$ cat src/rtl/adventure_grid_fsm.sv
// Grid adventure game: player walks a ROWS x COLS room grid collecting a
// sword, fighting a dragon and seeking treasure under a move budget.
// Ports: clk, reset (async, active-high), n/s/w/e move requests,
//        room, have_sword, dragon_dead, win, dead, moves, bump (all registered).
module adventure_grid_fsm #(
  parameter int COLS          = 4,
  parameter int ROWS          = 3,
  parameter int START_ROOM    = 0,
  parameter int SWORD_ROOM    = 3,
  parameter int DRAGON_ROOM   = 5,
  parameter int TREASURE_ROOM = 11,
  parameter int MAX_MOVES     = 8,
  localparam int CELLS  = ROWS * COLS,
  localparam int IDX_W  = ($clog2(CELLS) > 1) ? $clog2(CELLS) : 1,
  localparam int MOVE_W = ($clog2(MAX_MOVES + 1) > 1) ?
                          $clog2(MAX_MOVES + 1) : 1
) (
  input  logic              clk,
  input  logic              reset,
  input  logic              n,
  input  logic              s,
  input  logic              w,
  input  logic              e,
  output logic [IDX_W-1:0]  room,
  output logic              have_sword,
  output logic              dragon_dead,
  output logic              win,
  output logic              dead,
  output logic [MOVE_W-1:0] moves,
  output logic              bump
);

  localparam int ROW_W = ($clog2(ROWS) > 1) ? $clog2(ROWS) : 1;
  localparam int COL_W = ($clog2(COLS) > 1) ? $clog2(COLS) : 1;

  localparam logic [ROW_W-1:0] ROW_LAST  = ROW_W'(ROWS - 1);
  localparam logic [COL_W-1:0] COL_LAST  = COL_W'(COLS - 1);
  localparam logic [ROW_W-1:0] ROW_START = ROW_W'(START_ROOM / COLS);
  localparam logic [COL_W-1:0] COL_START = COL_W'(START_ROOM % COLS);

  localparam logic [IDX_W-1:0]  IDX_START  = IDX_W'(START_ROOM);
  localparam logic [IDX_W-1:0]  IDX_SWORD  = IDX_W'(SWORD_ROOM);
  localparam logic [IDX_W-1:0]  IDX_DRAGON = IDX_W'(DRAGON_ROOM);
  localparam logic [IDX_W-1:0]  IDX_TREAS  = IDX_W'(TREASURE_ROOM);
  localparam logic [MOVE_W-1:0] MOVE_MAX   = MOVE_W'(MAX_MOVES);

  if (COLS < 2 || ROWS < 2 || MAX_MOVES < 1 ||
      START_ROOM < 0 || START_ROOM >= CELLS ||
      SWORD_ROOM < 0 || SWORD_ROOM >= CELLS ||
      DRAGON_ROOM < 0 || DRAGON_ROOM >= CELLS ||
      TREASURE_ROOM < 0 || TREASURE_ROOM >= CELLS ||
      START_ROOM == SWORD_ROOM || START_ROOM == DRAGON_ROOM ||
      START_ROOM == TREASURE_ROOM || SWORD_ROOM == DRAGON_ROOM ||
      SWORD_ROOM == TREASURE_ROOM || DRAGON_ROOM == TREASURE_ROOM)
  begin : g_param_err
    $error("adventure_grid_fsm: illegal parameter set");
  end

  typedef enum logic [1:0] {
    S_PLAY = 2'd0,
    S_WIN  = 2'd1,
    S_DEAD = 2'd2
  } state_t;

  state_t            state_q, state_d;
  logic [ROW_W-1:0]  row_q, row_d, tr;
  logic [COL_W-1:0]  col_q, col_d, tc;
  logic [IDX_W-1:0]  troom, room_d;
  logic [MOVE_W-1:0] mv_inc, moves_d;
  logic              req, hit_edge, go, kill;
  logic              sword_d, dd_d, bump_d;

  // State register
  always_ff @(posedge clk or posedge reset) begin
    if (reset) begin
      state_q     <= S_PLAY;
      row_q       <= ROW_START;
      col_q       <= COL_START;
      room        <= IDX_START;
      moves       <= '0;
      have_sword  <= 1'b0;
      dragon_dead <= 1'b0;
      win         <= 1'b0;
      dead        <= 1'b0;
      bump        <= 1'b0;
    end else begin
      state_q     <= state_d;
      row_q       <= row_d;
      col_q       <= col_d;
      room        <= room_d;
      moves       <= moves_d;
      have_sword  <= sword_d;
      dragon_dead <= dd_d;
      win         <= (state_d == S_WIN);
      dead        <= (state_d == S_DEAD);
      bump        <= bump_d;
    end
  end

  // Next-state: resolve the winning direction and its consequences
  always_comb begin
    req      = n | s | w | e;
    tr       = row_q;
    tc       = col_q;
    hit_edge = 1'b0;
    priority case (1'b1)
      n: if (row_q == '0) hit_edge = 1'b1;
         else tr = row_q - ROW_W'(1);
      s: if (row_q == ROW_LAST) hit_edge = 1'b1;
         else tr = row_q + ROW_W'(1);
      w: if (col_q == '0) hit_edge = 1'b1;
         else tc = col_q - COL_W'(1);
      e: if (col_q == COL_LAST) hit_edge = 1'b1;
         else tc = col_q + COL_W'(1);
      default: ;
    endcase
    go     = (state_q == S_PLAY) && req && !hit_edge;
    troom  = IDX_W'(int'(tr) * COLS + int'(tc));
    mv_inc = moves + MOVE_W'(1);
    // Flags are judged as they stood before this move
    kill   = (troom == IDX_DRAGON) && !have_sword && !dragon_dead;
    state_d = state_q;
    if (go) begin
      if (troom == IDX_TREAS)
        state_d = S_WIN;
      else if (kill || mv_inc == MOVE_MAX)
        state_d = S_DEAD;
    end
  end

  // Output next values
  always_comb begin
    row_d   = row_q;
    col_d   = col_q;
    room_d  = room;
    moves_d = moves;
    sword_d = have_sword;
    dd_d    = dragon_dead;
    bump_d  = (state_q == S_PLAY) && req && hit_edge;
    if (go) begin
      row_d   = tr;
      col_d   = tc;
      room_d  = troom;
      moves_d = mv_inc;
      if (troom == IDX_SWORD)
        sword_d = 1'b1;
      if (troom == IDX_DRAGON && have_sword)
        dd_d = 1'b1;
    end
  end

endmodule

$ cat config.mk
export PLATFORM = sky130hd
export DESIGN_NAME = adventure_grid_fsm
export DESIGN_NICKNAME = d
export VERILOG_FILES = /design/src/rtl/adventure_grid_fsm.sv
export SDC_FILE = /design/constraint.sdc
export NUM_CORES = 1
export LEC_CHECK = 0
export CAP_MARGIN = 20
export CORE_MARGIN = 2
export CORE_UTILIZATION = 55
export CTS_BUF_LIST = sky130_fd_sc_hd__clkbuf_2
export DETAILED_ROUTE_END_ITERATION = 8
export GPL_ROUTABILITY_DRIVEN = 0
export HOLD_SLACK_MARGIN = 0.03
export PLACE_DENSITY = 0.94
export SETUP_SLACK_MARGIN = 0.4
export SLEW_MARGIN = 20
export SYNTH_ARGS = -nofsm -noshare
export SYNTH_HDL_FRONTEND = slang
export SYNTH_SLANG_ARGS = --single-unit
$ cat constraint.sdc
create_clock -name clk -period 3.1 [get_ports clk]
set_input_delay 0.465 -clock clk [delete_from_list [all_inputs] [get_ports clk]]
set_output_delay 0.465 -clock clk [all_outputs]
set_load 0.02 [all_outputs]
==> results of run 1 <==
## Yosys cell counts, types with 2 or more instances
library cell / n / area, µm²
inv_1: 9 / 33.78
nor2b_1: 2 / 12.51
nor3b_1: 2 / 15.01
ha_1: 6 / 75.07
a21o_1: 2 / 15.01
dfrtp_1: 15 / 375.4
nor2_1: 8 / 30.03
nor3_1: 2 / 10.01
mux2_2: 2 / 22.52
mux2i_1: 3 / 30.03
o21ai_0: 5 / 25.02
xor2_1: 2 / 17.52
nand2_1: 8 / 30.03
a31oi_1: 2 / 12.51
xnor2_1: 2 / 17.52
## final cells by class
type                       count  area, µm²  area share, %
clock inverter                 1      5.005         0.4515
multi-input combinational     64      471.7          42.55
inverter                       9      33.78          3.047
clock buffer                   3      15.01          1.354
tap                           16      20.02          1.806
sequential                    15      375.4          33.86
timing repair buffer          19      187.7          16.93
## worst max-delay path, stage by stage
cell	delay, ns
clkdlybuf4s50_1	0.59
or2_1	0.19
a311oi_1	0.07
o21ai_1	0.59
buf_4	0.28
mux2_2	0.34
## stage by stage
step / hold WS (ns) / total power [mW] / worst slack (ns) / std cells / util (%)
global placement: 0.4783 / 0.2633 / 0.5018 / 123 / 72.26
detailed placement: 0.4831 / 0.2655 / 0.4575 / 123 / 72.26
CTS: 0.5163 / 0.3585 / 0.7840 / 127 / 73.59
global route: 0.5384 / 0.3729 / 0.6510 / 127 / 73.59
floorplan: 0.3665 / 0.2407 / 1.128 / 89 / -
finish: 0.4889 / 0.3611 / 0.7690 / 127 / 73.59
## report_power, final
group          leakage, nW  switching (mW)  internal (mW)  total [mW]
registers            0.186         0.00689          0.200       0.207
clock network       0.0164          0.0694         0.0292      0.0986
logic                0.297          0.0299         0.0256      0.0555
total                0.499           0.106          0.255       0.361
## logic make-up after synthesis
kind of cell	share of synthesized area, %
adder cells (fa/ha/maj)	8.486
flip-flops	42.43
AO/OA/AOI/OAI	16.41
AND/OR/NAND/NOR	18.53
buffers and inverters	4.243
multiplexers	5.941
XOR/XNOR	3.961
## per-layer routing
layer  vias up  wire [µm]  global-route usage, %
li1        355          -                      -
met1       358        849                  28.50
met2        21        895                  33.82
met3         2         72                  2.857
met4         0         13                  12.73
met5         -          0                      0
## state kept, by name, indices dropped and copies added (netlist names)
signal / cells
moves: 4
dragon_dead: 1
win: 1
dead: 1
state_q: 2
have_sword: 1
bump: 1
room: 4
## how the worst max path moves through the flow
stage	from	end	slack (ns)	cells after the start
after detailed placement	n	dead	0.46	6
after global routing	w	room[2]	0.65	6
after floorplan	n	win	1.13	5
after CTS	n	win	0.78	6
after global placement	w	room[2]	0.50	6
final	n	room[2]	0.77	6
==> impl_metrics.yaml, run 1 <==
flow_run:
  maxCapViolCount: 0
final_layout:
  final_cell_mix: "18 x clkdlybuf4s50_1, 15 x dfrtp_1, 9 x inv_1, 8 x nor2_1, 8 x nand2_1"
  area_growth_pct: 25.32
  final_common_cell: "clkdlybuf4s50_1"
  postLayoutCellArea_um2: 1109
  drive_gt1_share_pct: 9.009
  layout.nets: 124
  diodes: 0
  fill_cells: 110
status:
  status: "complete, no violations"
setup_path:
  r2r_start: "room[2]"
  required_ns: 3.30
  worst-setup-path-type: "primary input to flop"
  cp.arrival_ns: 2.53
  reg2reg_slack_ns: 0.88
  timing.rr.end: "room[2]"
  crit_path_end_kind: "flop"
  critPathMaxFanout: 8
  start_kind: "primary input"
  reg2reg_depth: 7
floorplan:
  dieHeight_um: 44.11
  die_w_um: 44.11
  io_pins: 19
  core-area_um2: 1506
  initial_core_util_pct: 58.72
  dieArea_um2: 1945
  num_rows: 14
hold_path:
  hold_path_class: "primary input to async pin"
sta:
  hold_viol_final: 0
  slew_viol_final: 0
  rsz0062_at_grt: "no"
  tns_ns: 0
  relSlewSlack_pct: 53.05
  final-setup-viol-count: 0
  max_freq_mhz: 429.0
  layout_min_cycle_time_ns: 2.331
  period_share_pct: 75.19
  worstMarginPinSlew_ns: 0.6968
  skew_ns: 0.007112
clock_network:
  cts_hold_buffers: 0
  cts_setup_buffers: 0
  numCtsBuffers: 3
  htreeDepth: 1
  root_buffer: "clkbuf_2"
  cts-resized-gates: 0
  cts_buffer_depth: 2
  clk_latency_ns: 0.30
  clk_pin_slew_ns: 0.16
  clock-sinks: 15
  cts_tree: "yes"
synthesis:
  synth_enable_flop_cells: 0
  ys.flop_type: "dfrtp_1"
  yosysWarnings: 0
  synth-seq-area-share_pct: 42.43
  synthArstFlopShare_pct: 100.0
  synth_nets: 101
  netlist_area_um2: 884.6
  synthCells: 89
  ys_types: 34
  synth-seq-cells: 15
  avgSynthCellArea_um2: 9.939
detailed_routing:
  wire_per_inst_um: 14.42
  drc: 0
  first_pass_iters: 4
  wl_mm: 1.831
  vias: 736
  viasPerCell: 5.795
  postRouteAntennaNets: 0
  drt_iter0_drc: 11
global_routing:
  gr-total-overflow: 0
  grt_pass1_vias: 735
  grt_first_pass_wirelength_mm: 3.132
  track_usage_pct: 21.56
  grt_max_degree: 16
  antenna_found_initial: 0
place:
  hpwl_mm: 1.363
  placedInstanceArea_um2: 1089
  io_buffers: 18
power:
  power_density_nw_per_um2: 325.7
  vdd_drop_max_v: 0.0002243
  leakage_nw: 0.4993
Power figures use the tool's default switching activity.
==> run 2: changes to the inputs <==
Settings changed: CORE_UTILIZATION 55 to 51, PLACE_DENSITY 0.94 to 0.88.
Clock period 3.1 ns to 2.3 ns, I/O delays scaled along.
==> impl_metrics.yaml, run 2 (same netlist as run 1, synthesis figures left out) <==
status:
  status: "complete, no violations"
final_layout:
  ff_latch_area_um2: 379.1
  final_cell_mix: "14 x clkdlybuf4s50_1, 12 x dfrtp_1, 11 x buf_4, 8 x nor2_1, 8 x nand2_1"
  layout.nets: 134
  multi_input_area_um2: 545.5
  fill_cells: 107
  final_core_util_pct: 75.96
  diodes: 0
  final_common_cell: "clkdlybuf4s50_1"
  reg.largest.list: "moves: 4 flops, room: 4 flops, state_q: 2 flops"
  drive_gt1_share_pct: 29.75
  area_growth_pct: 43.42
  fin_cells: 138
clock_network:
  cts_tree: "yes"
  clk_latency_ns: 0.28
  clk_pin_slew_ns: 0.15
  cts_buffer_depth: 2
  root_buffer: "clkbuf_2"
  clock-sinks: 15
  htreeDepth: 1
  numCtsBuffers: 3
sta:
  hold_viol_final: 0
  slew_viol_final: 0
  hold-worst-slack_ns: 0.4012
  relSlewSlack_pct: 60.38
  skew_ns: 0.0007200
  tns_ns: 0
  final-setup-viol-count: 0
  rsz0062_at_grt: "yes"
  period_share_pct: 81.25
  max_freq_mhz: 535.1
  fin_ws_ns: 0.4313
  layout_min_cycle_time_ns: 1.869
  worstMarginPinSlew_ns: 0.5936
flow_run:
  maxCapViolCount: 0
place:
  numPlacedInstances: 130
  hpwl_mm: 1.355
  io_buffers: 18
  dp_slack_ns: -0.05408
detailed_routing:
  vias: 773
  drt_iter0_drc: 14
  wl_mm: 2.010
  drc: 0
  viasPerCell: 5.601
  wire_per_inst_um: 14.57
  postRouteAntennaNets: 0
  first_pass_iters: 4
setup_path:
  required_ns: 2.53
  crit_path_end_kind: "flop"
  critPathMaxFanout: 8
  start_kind: "flop"
  worst-setup-path-type: "flop to flop"
  cp.arrival_ns: 2.10
global_routing:
  grt_pass1_vias: 730
  gr-total-overflow: 0
  antenna_found_initial: 0
  grt_max_degree: 16
  grt_first_pass_wirelength_mm: 3.284
  track_usage_pct: 22.11
floorplan:
  die_w_um: 45.65
  core-area_um2: 1670
  io_pins: 19
  initial_core_util_pct: 52.96
  num_rows: 15
  dieHeight_um: 45.65
  dieArea_um2: 2083
hold_path:
  hold_path_class: "primary input to async pin"
power:
  vdd_drop_max_v: 0.0004756
  power_density_nw_per_um2: 394.1
  leakage_nw: 0.5820
-- run 2: where the power goes --
part	leakage [nW]	switching (mW)	internal, mW
Sequential	0.182	0.0103	0.270
Clock	0.0164	0.0872	0.0394
Combinational	0.384	0.0480	0.0451
Total	0.582	0.146	0.355
-- run 2: path summary, 6_finish.rpt --
kind                                from       end  slack [ns]  cells after the start
worst max-delay path             room[0]       win        0.43                      4
worst min-delay path               reset  moves[3]        0.40                      2
worst max register to register   room[0]       win        0.43                      4
worst min register to register  moves[2]  moves[2]        0.52                      1
max in group asynchronous          reset   room[3]        1.48                      2
min in group clk                moves[2]  moves[2]        0.52                      1
-- run 2: final cells by class --
| class | instances | share of cell area (%) |
|---|---|---|
| clock inverter | 1 | 0.3945 |
| timing repair buffer | 29 | 21.20 |
| clock buffer | 3 | 1.183 |
| sequential | 15 | 29.88 |
| inverter | 9 | 2.663 |
| multi-input combinational | 64 | 43.00 |
| tap | 17 | 1.677 |
-- run 2: repair_timing --
item | in CTS | in global routing
pin swaps | 5 | 7
hold buffers | 0 | 0
resized for setup | 9 | 13
setup endpoints to repair | 10 | 7
buffers inserted | 1 | 3
-- run 2: critical path, cell delays in order, from the launching register on --
cell	delay, ns
dfrtp_2	0.50
or4_4	0.59
and3_4	0.19
o41ai_4	0.37
and2_1	0.17
-- run 2: metrics by stage --
| stage | cell area, µm² | power [mW] |
|---|---|---|
| final | 1269 | 0.5000 |
| after global routing | 1269 | 0.5224 |
| after CTS | 1201 | 0.4978 |
| after detailed placement | 1139 | 0.3658 |
| after global placement | 1139 | 0.3635 |
| after floorplan | 888.4 | 0.3248 |
-- run 2: layer usage --
metal  GRT usage [%]  part of all wire [%]
met5               0                     0
met4           10.59                   1.9
met3           2.381                   3.5
met2           35.21                    48
met1           29.75                    47
==> RTL change (flow settings as in run 2) <==
The output `dead` loses its register stage (`dead` becomes a continuous assignment). Comments in the files are not updated.
--- a/src/rtl/adventure_grid_fsm.sv
+++ b/src/rtl/adventure_grid_fsm.sv
@@ -83,3 +83,2 @@
       win         <= 1'b0;
-      dead        <= 1'b0;
       bump        <= 1'b0;
@@ -94,3 +93,2 @@
       win         <= (state_d == S_WIN);
-      dead        <= (state_d == S_DEAD);
       bump        <= bump_d;
@@ -98,2 +96,4 @@
   end
+
+  assign dead = (state_d == S_DEAD);
 
Function: changed (Yosys sat finds a counterexample within 4 cycles, from zero or initial values and one cycle with reset high).
==> RTL change against run 2 <==
Area after synthesis is 2.8% lower; the flow now stops in global routing.
==> RTL change: results (changes against run 2) <==
| Metric | Value |
|---|---|
| Worst EP kind | `primary output` |
| Pin count of the biggest net entering global routing | `15` |
| Synth Register Bits | `14 (-1)` |
| PortBufs | `18 (unchanged)` |
| First error | `[ERROR DPL-0038] Utilization greater than 100%, impossible to legalize` |
| Post-synthesis cell type count | `34 (unchanged)` |
| Sequential fraction of the synthesis area | `40.8% (-1.7 points)` |
| CTS max path bufs | `2 (unchanged)` |
| Top post-synthesis cells by count | `dfrtp_1 (14), inv_1 (9), nand2_1 (8), nor2_1 (8), ha_1 (6)` |
| Dpl hpwl | `1770 um (+31%)` |
| Yosys Warn Count | `0 (unchanged)` |
| Setup WS pre-CTS | `-0.846 ns (-0.792 ns)` |
| Htree depth | `1 (unchanged)` |
| Last stage | `global routing` |
| Net Count, Synth | `100 (-0.99%)` |
| Ys async rst share | `100% (unchanged)` |
| TritonCTS Buffers | `3 (unchanged)` |
| Area contributors post-synth | `dfrtp_1 (41%), ha_1 (8.7%), inv_1 (3.9%), mux2i_1 (3.5%), nand2_1 (3.5%)` |
| Synth Area per Inst | `9.77 um^2 (-1.7%)` |
| Root Buffer | `clkbuf_2` |
| GRT worst endpoint | `dead` |
| DP Cell Count | `151 (+16%)` |
| Status | `did not finish` |
## RTL change: changes by cell type after synthesis, sizes merged
cell | before | now
dfrtp | 15 | 14
## RTL change: kinds of logic after synthesis
group / count (synthesis) / synth area share [%]
flip-flops: 14 / 40.8
adder cells (fa/ha/maj): 6 / 8.73
multiplexers: 5 / 6.11
AND/OR/NAND/NOR: 31 / 19.1
AO/OA/AOI/OAI: 18 / 16.9
XOR/XNOR: 4 / 4.08
buffers and inverters: 10 / 4.37
## RTL change: what timing repair did
item | 4_1_cts
setup buffers | 8
setup endpoints to repair | 12
pin swaps | 10
resized for setup | 31
## RTL change: through the flow
step	hold slack [ns]	area [um^2]
after floorplan	0.234	890
after global placement	0.477	1310
after detailed placement	0.490	1310
after CTS	0.390	1460
